[config.mk]
export PLATFORM = sky130hd
export DESIGN_NAME = shift_add_mult32_ctrl_flat
export DESIGN_NICKNAME = d
export VERILOG_FILES = /design/src/rtl/shift_add_mult32_ctrl_if.sv /design/src/rtl/shift_add_mult32_ctrl.sv /design/src/flat_wrapper.sv
export SDC_FILE = /design/constraint.sdc
export NUM_CORES = 1
export LEC_CHECK = 0
export BUFFER_PORTS_ARGS = -buffer_cell sky130_fd_sc_hd__buf_4
export CELL_PAD_IN_SITES_DETAIL_PLACEMENT = 0
export CELL_PAD_IN_SITES_GLOBAL_PLACEMENT = 1
export CORE_UTILIZATION = 40
export DETAILED_ROUTE_END_ITERATION = 8
export HOLD_SLACK_MARGIN = 0.12
export PLACE_DENSITY = 0.83
export RECOVER_POWER = 50
export SETUP_SLACK_MARGIN = 0.05
export SYNTH_ARGS = -nofsm -noshare
export SYNTH_HDL_FRONTEND = slang
export SYNTH_SLANG_ARGS = --single-unit
[constraint.sdc]
create_clock -name clk -period 3.3 [get_ports clk]
set_input_delay 0.33 -clock clk [delete_from_list [all_inputs] [get_ports clk]]
set_output_delay 0.33 -clock clk [all_outputs]
set_load 0.01 [all_outputs]
[src/rtl/shift_add_mult32_ctrl_if.sv]
// Request/response bundle between the ALU and the shift-add multiplier sequencer.
interface shift_add_mult32_ctrl_if #(
  parameter int WIDTH = 32
);
  logic                 start;
  logic [WIDTH-1:0]     a;
  logic [WIDTH-1:0]     b;
  logic                 busy;
  logic                 done;
  logic [2*WIDTH-1:0]   product;

  modport master (
    output start, a, b,
    input  busy, done, product
  );

  modport slave (
    input  start, a, b,
    output busy, done, product
  );
endinterface

[src/rtl/shift_add_mult32_ctrl.sv]
// Unsigned shift-and-add multiplier that borrows the ALU's WIDTH-bit adder:
// one partial-product add and right shift per RUN cycle, WIDTH cycles per product.
module shift_add_mult32_ctrl #(
  parameter int WIDTH = 32
) (
  input  logic                 clk,
  input  logic                 rst,
  shift_add_mult32_ctrl_if.slave bus,
  output logic [WIDTH-1:0]     add_x_o,
  output logic [WIDTH-1:0]     add_y_o,
  output logic                 add_cin_o,
  input  logic [WIDTH-1:0]     add_s_i,
  input  logic                 add_cout_i
);

  localparam int CW = $clog2(WIDTH) + 1;
  localparam logic [CW-1:0] LAST = CW'(WIDTH - 1);

  typedef enum logic [1:0] {
    S_IDLE,
    S_RUN,
    S_DONE
  } state_e;

  state_e               state_q, state_d;
  logic [WIDTH-1:0]     m_q, m_d;
  logic [2*WIDTH-1:0]   p_q, p_d;
  logic [CW-1:0]        count_q, count_d;
  logic [2*WIDTH-1:0]   product_q, product_d;

  always_ff @(posedge clk) begin
    if (rst) begin
      state_q   <= S_IDLE;
      m_q       <= '0;
      p_q       <= '0;
      count_q   <= '0;
      product_q <= '0;
    end else begin
      state_q   <= state_d;
      m_q       <= m_d;
      p_q       <= p_d;
      count_q   <= count_d;
      product_q <= product_d;
    end
  end

  always_comb begin
    state_d   = state_q;
    m_d       = m_q;
    p_d       = p_q;
    count_d   = count_q;
    product_d = product_q;
    add_x_o   = '0;
    add_y_o   = '0;
    add_cin_o = 1'b0;

    case (state_q)
      S_IDLE, S_DONE: begin
        if (bus.start) begin
          m_d     = bus.a;
          p_d     = {{WIDTH{1'b0}}, bus.b};
          count_d = '0;
          state_d = S_RUN;
        end else begin
          state_d = S_IDLE;
        end
      end
      S_RUN: begin
        add_x_o = p_q[2*WIDTH-1:WIDTH];
        add_y_o = p_q[0] ? m_q : '0;
        // Adder carry becomes the new MSB, so the 2W+1-bit shift loses nothing.
        p_d     = {add_cout_i, add_s_i, p_q[WIDTH-1:1]};
        count_d = count_q + 1'b1;
        if (count_q == LAST) begin
          state_d   = S_DONE;
          product_d = p_d;
        end
      end
      default: state_d = S_IDLE;
    endcase
  end

  assign bus.busy    = (state_q == S_RUN);
  assign bus.done    = (state_q == S_DONE);
  assign bus.product = product_q;

endmodule

[src/flat_wrapper.sv]
// flat-port wrapper written by rule: the top's interface ports become plain ports
module shift_add_mult32_ctrl_flat 
#(
  parameter int WIDTH = 32
)
  (clk, rst, add_x_o, add_y_o, add_cin_o, add_s_i, add_cout_i, bus_start, bus_a, bus_b, bus_busy, bus_done, bus_product);
  shift_add_mult32_ctrl_if #(.WIDTH(WIDTH)) bus_i ();
  input  logic clk;
  input  logic rst;
  output logic [WIDTH-1:0] add_x_o;
  output logic [WIDTH-1:0] add_y_o;
  output logic add_cin_o;
  input  logic [WIDTH-1:0] add_s_i;
  input  logic add_cout_i;
  input wire logic [$bits(bus_i.start)-1:0] bus_start;
  input wire logic [$bits(bus_i.a)-1:0] bus_a;
  input wire logic [$bits(bus_i.b)-1:0] bus_b;
  output wire logic [$bits(bus_i.busy)-1:0] bus_busy;
  output wire logic [$bits(bus_i.done)-1:0] bus_done;
  output wire logic [$bits(bus_i.product)-1:0] bus_product;
  assign bus_i.start = bus_start;
  assign bus_i.a = bus_a;
  assign bus_i.b = bus_b;
  assign bus_busy = bus_i.busy;
  assign bus_done = bus_i.done;
  assign bus_product = bus_i.product;
  shift_add_mult32_ctrl #(.WIDTH(WIDTH)) u_core (.clk(clk), .rst(rst), .bus(bus_i), .add_x_o(add_x_o), .add_y_o(add_y_o), .add_cin_o(add_cin_o), .add_s_i(add_s_i), .add_cout_i(add_cout_i));
endmodule
## After elaboration in Yosys (flattened, before gate mapping)

Index checks and enable logic that the tools add are counted.

- Magnitude comparators: 0
- Multipliers: 0
- $add $sub $neg: 1
- Divide/modulo/power cells: 0
- Mux-type cells: 10
- Shift-type cells: 0
- Bitwise logic cells: 0
- Eq/ne operators: 5
- Reductions and logical operators: 6

Operator list:

| kind | number |
|---|---|
| $pmux 64 s2 | 1 |
| $mux 32 | 3 |
| $mux 64 | 1 |
| $pmux 6 s2 | 1 |
| $add 6x1->6 const B | 1 |
| $eq 6x5->1 const B | 1 |
| $mux 6 | 1 |
| $reduce_and 2->1 | 3 |
| $pmux 2 s2 | 1 |
| $eq 2x1->1 const B | 1 |
| $eq 2x2->1 const B | 1 |
| $logic_not 2->1 | 1 |
| $mux 2 | 1 |
| $ne 2x1->1 const B | 1 |
| $ne 2x2->1 const B | 1 |
| $reduce_bool 2->1 | 1 |
| $reduce_or 2->1 | 1 |
| $mux 1 | 1 |

- Bits in read-only memories: 0
- Register bits after elaboration: 168
- Bits in latches: 0
- Memory bits (writable): 0
- Output and inout bits: 131
- Memories kept: 0

## Longest topological paths before layout

Gate-level depths: netlist of the first run.

- Word-level depth: 4
- Mapped depth: 6

## Least setup slack after synthesis of the first run

OpenSTA, ideal clock, no wires.

- Path type: register -> register
- Start point: register u_core.count_q[0]
- End point: register u_core.product_q[0], in the netlist u_core.bus.product[0]
- Cell stages (with the launch flop): 7
- Setup slack: 1,886 ps
- Path buffers: 2
- Library setup time: 72 ps
- Clock period less this slack: 1,414 ps
- Arrival: 1,343 ps
- Data required time: 3,228 ps
- Cell sequence: dfxtp_1 -> ha_1 -> nand4_1 -> nor3_2 -> buf_6 -> buf_12 -> mux2i_1

- Cells in the longest elaborated chain, start to end: 2

RTL lines:

| what | RTL line | RTL |
|---|---|---|
| start: declaration | shift_add_mult32_ctrl.sv:28 | `logic [CW-1:0] count_q, count_d;` |
| start signal: assignment | shift_add_mult32_ctrl.sv:42 | `count_q <= count_d;` |
| $eq 6x5->1 | shift_add_mult32_ctrl.sv:74 | `if (count_q == LAST) begin` |
| $reduce_and 2->1 (no line) | n/a |  |
| end signal: assignment | shift_add_mult32_ctrl.sv:43 | `product_q <= product_d;` |
| end: declaration | shift_add_mult32_ctrl.sv:29 | `logic [2*WIDTH-1:0] product_q, product_d;` |

No other way between the ends.
A chain may end at the register's enable or synchronous reset.

## Final worst setup path of the first run

- Start point: register u_core.state_q[0]
- End point: output add_y_o[6]

- Cells in the longest elaborated chain, start to end: 2

RTL lines:

| what | RTL line | RTL |
|---|---|---|
| start: declaration | shift_add_mult32_ctrl.sv:25 | `state_e state_q, state_d;` |
| start signal: assignment | shift_add_mult32_ctrl.sv:39 | `state_q <= state_d;` |
| $eq 2x1->1 | shift_add_mult32_ctrl.sv:57 | `case (state_q)` |
| $mux 32 | shift_add_mult32_ctrl.sv:57 |  |
| end: declaration | flat_wrapper.sv:11 | `output logic [WIDTH-1:0] add_y_o;` |

No other way between the ends.

==> results_dict.tcl, run 1 <==
set metrics [dict create \
    rsz_0062_raised_after_global_routing "false" \
    run_status "complete, but fails checks" \
    start_util 0.415 \
    die_w_um 137 \
    fp.dieH_um 137 \
    routedWlPerCell_um 15.6 \
    classification_of_the_worst_slack_hold_path "in2reg" \
    synth-seq-cells 168 \
    grt_use_total 0.209 \
    synth_enable_flop_cells 0 \
    cellLeakagePower_nw 3.66 \
    path_max_fanout 57 \
    synth_cells 822 \
    antenna_cells_inserted 0 \
    ys_async_sr_fraction 0 \
    post_cts_resized 0 \
    share_of_final_layout_standard_cells_stronger_than_drive_strength_1 0.205 \
    final_util 0.531 \
    post-cts-setup-buffer-count 0 \
    postRouteAntennaNets 0 \
    combPwrFrac 0.096 \
    cellInternalPower_mw 3.57 \
    seq_power_share 0.460 \
    total_switching_power_mw 1.12 \
    grt_max_degree 82 \
    rows 48 \
    violations "capacitance limit, slew limit" \
    tritoncts_buffer_count 17 \
    drv_slew 147 \
    setup_viol 0 \
    yosys_warnings 0 \
    cts_root_buf "sky130_fd_sc_hd__clkbuf_16" \
    grt_pass1_vias 5874 \
    maximum_capacitance_violations 2 \
    routed_wirelength_um 19400 \
    place.port_buffers 229 \
    mappedNetlistArea_um2 7280 \
    dominantRegCellSynth "sky130_fd_sc_hd__dfxtp_1" \
    tritoncts_num_sinks 168 \
    timing.slew.headroom -0.102 \
    fmaxAchievable_mhz 399 \
    report.final.hold_viol_count 0 \
    grt_first_pass_wirelength_um 30400 \
    nNetsFinal 1106 \
    first_pass_detailed_route_iteration_total 4 \
    final.setup.tns_ns 0 \
    worst_ir_drop_vdd_mv 0.375 \
    timing_worst_setup_path_type "reg2out" \
    drc_errors 0 \
    setup.worst_path.start_class "register" \
    syn_nets 923 \
    crit_required_ns 2.97 \
    routed_via_count 6232 \
    cp-end-kind "output port" \
    antenna_found_initial 0 \
    worstMarginPinSlew_ns 1.65 \
    grt_remaining_overflow 0 \
    half_perimeter_wire_length_of_the_detailed_placement_result_um 12400 \
    worstSkewPairLatency_ns 0.42 \
    drt_first_iter_violations 373 \
    final.setup_skew_ns 0.00786 \
    synthToLayoutAreaGrowth_pct 27.8 \
    tritoncts "built" \
    vias_per_cell 5.02 \
    swShare 0.239 \
    share_of_synthesized_area_occupied_by_flip_flops_and_latches 0.462 \
    die-area_um2 18700 \
    worst_setup_hold_path_clk_slew_ns 0.06 \
    yosys.cell_types.count 31 \
    arrival_ns 2.18 \
    synth_area_per_cell_um2 8.86 \
    clock_power_share 0.444 \
    io_pins 231 \
    min_period_over_period 0.760 \
    total_power_mw 4.68 \
    core-area_um2 17500 \
    post-route-min-period_ns 2.51 \
    routabilityCongestion 0.735 \
    cts.path.max_buffers 2 \
    powerDensity_nw_per_um2 503 \
    cts.htree.levels 4 \
    cts_hold_buffers 0 \
]
[per-layer routing]
metal	wire, um	vias to the layer above	track usage
li1	-	3138	-
met1	8530	2904	0.258
met2	9220	171	0.344
met3	1410	19	0.0637
met4	263	0	0.0714
met5	0	-	0
[synthesized netlist by cell type (2+ instances only)]
| cell | count | area share |
|---|---|---|
| sky130_fd_sc_hd__and3_1 | 32 | 0.028 |
| sky130_fd_sc_hd__clkbuf_1 | 32 | 0.017 |
| sky130_fd_sc_hd__nand3_1 | 70 | 0.048 |
| sky130_fd_sc_hd__mux2i_1 | 64 | 0.088 |
| sky130_fd_sc_hd__nand2_1 | 98 | 0.051 |
| sky130_fd_sc_hd__buf_4 | 4 | 0.0041 |
| sky130_fd_sc_hd__and2_1 | 32 | 0.028 |
| sky130_fd_sc_hd__buf_12 | 6 | 0.017 |
| sky130_fd_sc_hd__buf_6 | 2 | 0.0031 |
| sky130_fd_sc_hd__nand2b_1 | 130 | 0.11 |
| sky130_fd_sc_hd__a22oi_1 | 32 | 0.033 |
| sky130_fd_sc_hd__buf_2 | 32 | 0.022 |
| sky130_fd_sc_hd__a21oi_1 | 102 | 0.070 |
| sky130_fd_sc_hd__or3_1 | 2 | 0.0017 |
| sky130_fd_sc_hd__dfxtp_1 | 168 | 0.46 |
[worst max-delay path, cell delays in order, from the launching register on]
cell and delay (ns):
sky130_fd_sc_hd__dfxtp_1 0.35, sky130_fd_sc_hd__nand2b_1 0.14, sky130_fd_sc_hd__clkinv_2 0.47, sky130_fd_sc_hd__buf_12 0.40, sky130_fd_sc_hd__and3_1 0.22, sky130_fd_sc_hd__buf_4 0.14
[final timing paths]
path / start / to / slack, ns / cells past startpoint
min: bus_a[26] / u_core.m_q[26] / 0.15 / 3
max reg2reg: u_core.state_q[0] / u_core.count_q[2] / 0.83 / 4
max: u_core.state_q[0] / add_y_o[6] / 0.79 / 5
min reg2reg: u_core.m_q[22] / u_core.m_q[22] / 0.45 / 2
[power by group through the flow]
stage / clock network [mW] / logic, mW / registers (mW)
floorplan: 0 / 0.283 / 2.18
global placement: 0 / 0.450 / 2.20
detailed placement: 0 / 0.456 / 2.20
CTS: 2.13 / 0.459 / 2.15
global route: 2.20 / 0.500 / 2.16
finish: 2.08 / 0.450 / 2.15
[placed cells by master, fill, tap and decap left out, types with 32 or more instances in the layout]
cell / n
sky130_fd_sc_hd__buf_4: 169
sky130_fd_sc_hd__dfxtp_1: 168
sky130_fd_sc_hd__nand2b_1: 130
sky130_fd_sc_hd__a21oi_1: 102
sky130_fd_sc_hd__nand2_1: 98
sky130_fd_sc_hd__nand3_1: 70
sky130_fd_sc_hd__clkbuf_1: 66
sky130_fd_sc_hd__mux2i_1: 64
sky130_fd_sc_hd__and3_1: 32
sky130_fd_sc_hd__and2_1: 32
sky130_fd_sc_hd__a22oi_1: 32
[through the flow]
stage | hold slack (ns) | setup WS (ns) | cell area, um2 | std cells
finish | 0.151 | 0.793 | 9300 | 1242
global route | 0.135 | 0.589 | 9300 | 1242
CTS | 0.133 | 0.773 | 9580 | 1242
detailed placement | 0.443 | 1.24 | 8970 | 1211
global placement | 0.440 | 1.27 | 8970 | 1211
floorplan | 0.432 | 1.89 | 7280 | 822
[area by class of cell]
class / instances / area (um2)
clock buffers: 18 / 429
clock inverters: 13 / 178
fillers: 1728 / 8230
inverters: 1 / 5.00
multi-input cells: 577 / 3450
flip-flops and latches: 168 / 3360
well taps: 225 / 282
repair buffers: 240 / 1590
[sequential cells by signal (all words and copies together) (netlist names)]
signal,count
u_core.m_q,32
u_core.p_q,64
u_core.count_q,6
u_core.bus.product,64
u_core.state_q,2
[kinds of logic (layout without fill, tap and decap cells)]
logic type	after synthesis	after routing	share of synthesized area
muxes	65	65	0.0901
DFF	168	168	0.462
adders and majority gates	1	1	0.00172
buffers and inverters	77	272	0.0627
other	1	1	0.000515
and+or+nand+nor	371	371	0.275
AOI/OAI and AO/OA	139	139	0.108
Note: power is estimated with default switching activity, not from simulation.
==> run 2: changes to the inputs <==
Settings changed: CORE_UTILIZATION 40 to 37, PLACE_DENSITY 0.83 to 0.77.
Clock period 3.3 ns to 2.4 ns, I/O delays scaled along.
==> run 2 against run 1 <==
Net effect: the flow now finishes without violations; worst setup slack worse by 0.48 ns; core utilization increased by 1.5 points; clock power is 25% higher; critical endpoint is now add_x_o[1]; combinational power is 72% higher; clock skew about the same; critical path depth unchanged; die area is 8.0% higher; design area is 12% higher; via count increased by 5.6%; sequential share of layout area decreased by 3.7 points; first-iteration DRC count shrank 5.1%; largest cell class unchanged.
==> results_dict.tcl, run 2 (synthesized netlist as in run 1, its figures left out) <==
set metrics [dict create \
    layout_commonest_cell "sky130_fd_sc_hd__dfxtp_1" \
    grt_pass1_vias 6439 \
    die_w_um 142 \
    swShare 0.255 \
    routabilityCongestion 0.735 \
    routed_wirelength_um 19800 \
    post-cts-setup-buffer-count 0 \
    setup.worst_path.start_class "register" \
    tritoncts_buffer_count 17 \
    cellLeakagePower_nw 4.06 \
    place_worst_setup_slack_ns 0.733 \
    routed_via_count 6582 \
    critical_path.slowest_cell "sky130_fd_sc_hd__dfxtp_1" \
    grt_max_degree 87 \
    timing.slew.headroom 0.408 \
    report.final.hold_viol_count 0 \
    critical_path.max_stage_delay_ns 0.40 \
    antenna_found_initial 0 \
    fp.dieH_um 142 \
    critPathTopFamily "buffers and inverters" \
    worstMarginPinSlew_ns 0.888 \
    rows 50 \
    timing_worst_setup_path_type "reg2out" \
    routedWlPerCell_um 14.3 \
    layout_common_cells "168 x sky130_fd_sc_hd__dfxtp_1, 166 x sky130_fd_sc_hd__buf_4, 130 x sky130_fd_sc_hd__nand2b_1" \
    path_max_fanout 49 \
    min_period_over_period 0.870 \
    cp.buffers_inverters 3 \
    grt_first_pass_wirelength_um 31500 \
    nNetsFinal 1207 \
    combPwrFrac 0.123 \
    cts.htree.levels 4 \
    tritoncts_num_sinks 168 \
    total_switching_power_mw 1.61 \
    cts_hold_buffers 96 \
    grt_remaining_overflow 0 \
    worst_case_hold_slack_ns 0.131 \
    post-route-min-period_ns 2.09 \
    fmaxAchievable_mhz 479 \
    cts_root_buf "sky130_fd_sc_hd__clkbuf_16" \
    share_of_final_layout_standard_cells_stronger_than_drive_strength_1 0.193 \
    post_cts_resized 0 \
    crit_required_ns 2.16 \
    antenna_cells_inserted 0 \
    tritoncts "built" \
    rsz_0062_raised_after_global_routing "false" \
    cp-end-kind "output port" \
    first_pass_detailed_route_iteration_total 4 \
    half_perimeter_wire_length_of_the_detailed_placement_result_um 12400 \
    drt_first_iter_violations 354 \
    final.setup.tns_ns 0 \
    worst_setup_hold_path_clk_slew_ns 0.07 \
    core-area_um2 19000 \
    setup_viol 0 \
    arrival_ns 1.85 \
    cellInternalPower_mw 4.72 \
    run_status "finished clean" \
    start_util 0.383 \
    grt_use_total 0.195 \
    maximum_capacitance_violations 0 \
    die-area_um2 20200 \
    classification_of_the_worst_slack_hold_path "in2reg" \
    seq_power_share 0.466 \
    io_pins 231 \
    final.setup_skew_ns 0.00782 \
    cts.path.max_buffers 2 \
    drv_slew 0 \
    worstSkewPairLatency_ns 0.42 \
    cp_cell_sequence "nand2b_1 > inv_4 > buf_12 > and2_1 > buf_4" \
    vias_per_cell 4.77 \
    post-route-worst-setup-slack_ns 0.312 \
    clock_power_share 0.412 \
    synthToLayoutAreaGrowth_pct 42.6 \
    worst_ir_drop_vdd_mv 0.457 \
    powerDensity_nw_per_um2 609 \
    postRouteAntennaNets 0 \
    drc_errors 0 \
    place.port_buffers 229 \
]
run 2: cell types whose count changed in the layout (fill, tap and decap cells not counted), sizes merged:
cell / delta
dlygate4sd3: +96
clkinvlp: +5
buf: +3
bufinv: -3
clkbuf: +1
clkinv: -1
inv: +1
run 2: power groups by stage:
stage                     Sequential (mW)  Clock, mW  Combinational [mW]
after floorplan                      2.99          0               0.389
after global placement               3.01          0               0.657
after detailed placement             3.01          0               0.662
after CTS                            2.95       2.69               0.789
after global routing                 2.96       2.80               0.853
final                                2.95       2.60               0.776
run 2: layout make-up:
type | instances | area (um2)
flip-flops and latches | 168 | 3360
well taps | 260 | 325
multi-input cells | 577 | 3470
fillers | 1896 | 8640
clock inverters | 15 | 130
repair buffers | 341 | 2660
inverters | 1 | 6.26
clock buffers | 17 | 425
run 2: path summary, 6_finish.rpt:
| kind | startpoint | endpoint | slack, ns | cells after the start |
|---|---|---|---|---|
| worst max-delay path | u_core.state_q[0] | add_x_o[1] | 0.31 | 5 |
| worst min-delay path | bus_b[27] | u_core.p_q[27] | 0.13 | 3 |
| worst max register to register | u_core.state_q[0] | u_core.p_q[31] | 0.41 | 6 |
| worst min register to register | u_core.m_q[24] | u_core.m_q[24] | 0.45 | 2 |
run 2: per-layer routing:
metal	track usage	vias to the layer above	wire, um
met5	0	-	0
met4	0.0487	0	186
met1	0.235	3063	8800
met2	0.334	168	9490
met3	0.0609	13	1280
li1	-	3338	-
run 2: per-stage QoR:
stage	cell area (um2)	total power, mW	cells	util
global route	10400	6.61	1379	0.546
floorplan	7280	3.38	822	-
detailed placement	9130	3.67	1251	0.480
finish	10400	6.33	1379	0.546
global placement	9130	3.66	1251	0.480
CTS	10600	6.42	1379	0.560
run 2: worst min-delay path: cells and delay by family:
family                 cells  cell delay, ns
AO/OA/AOI/OAI              2            0.18
buffers and inverters      1            0.08
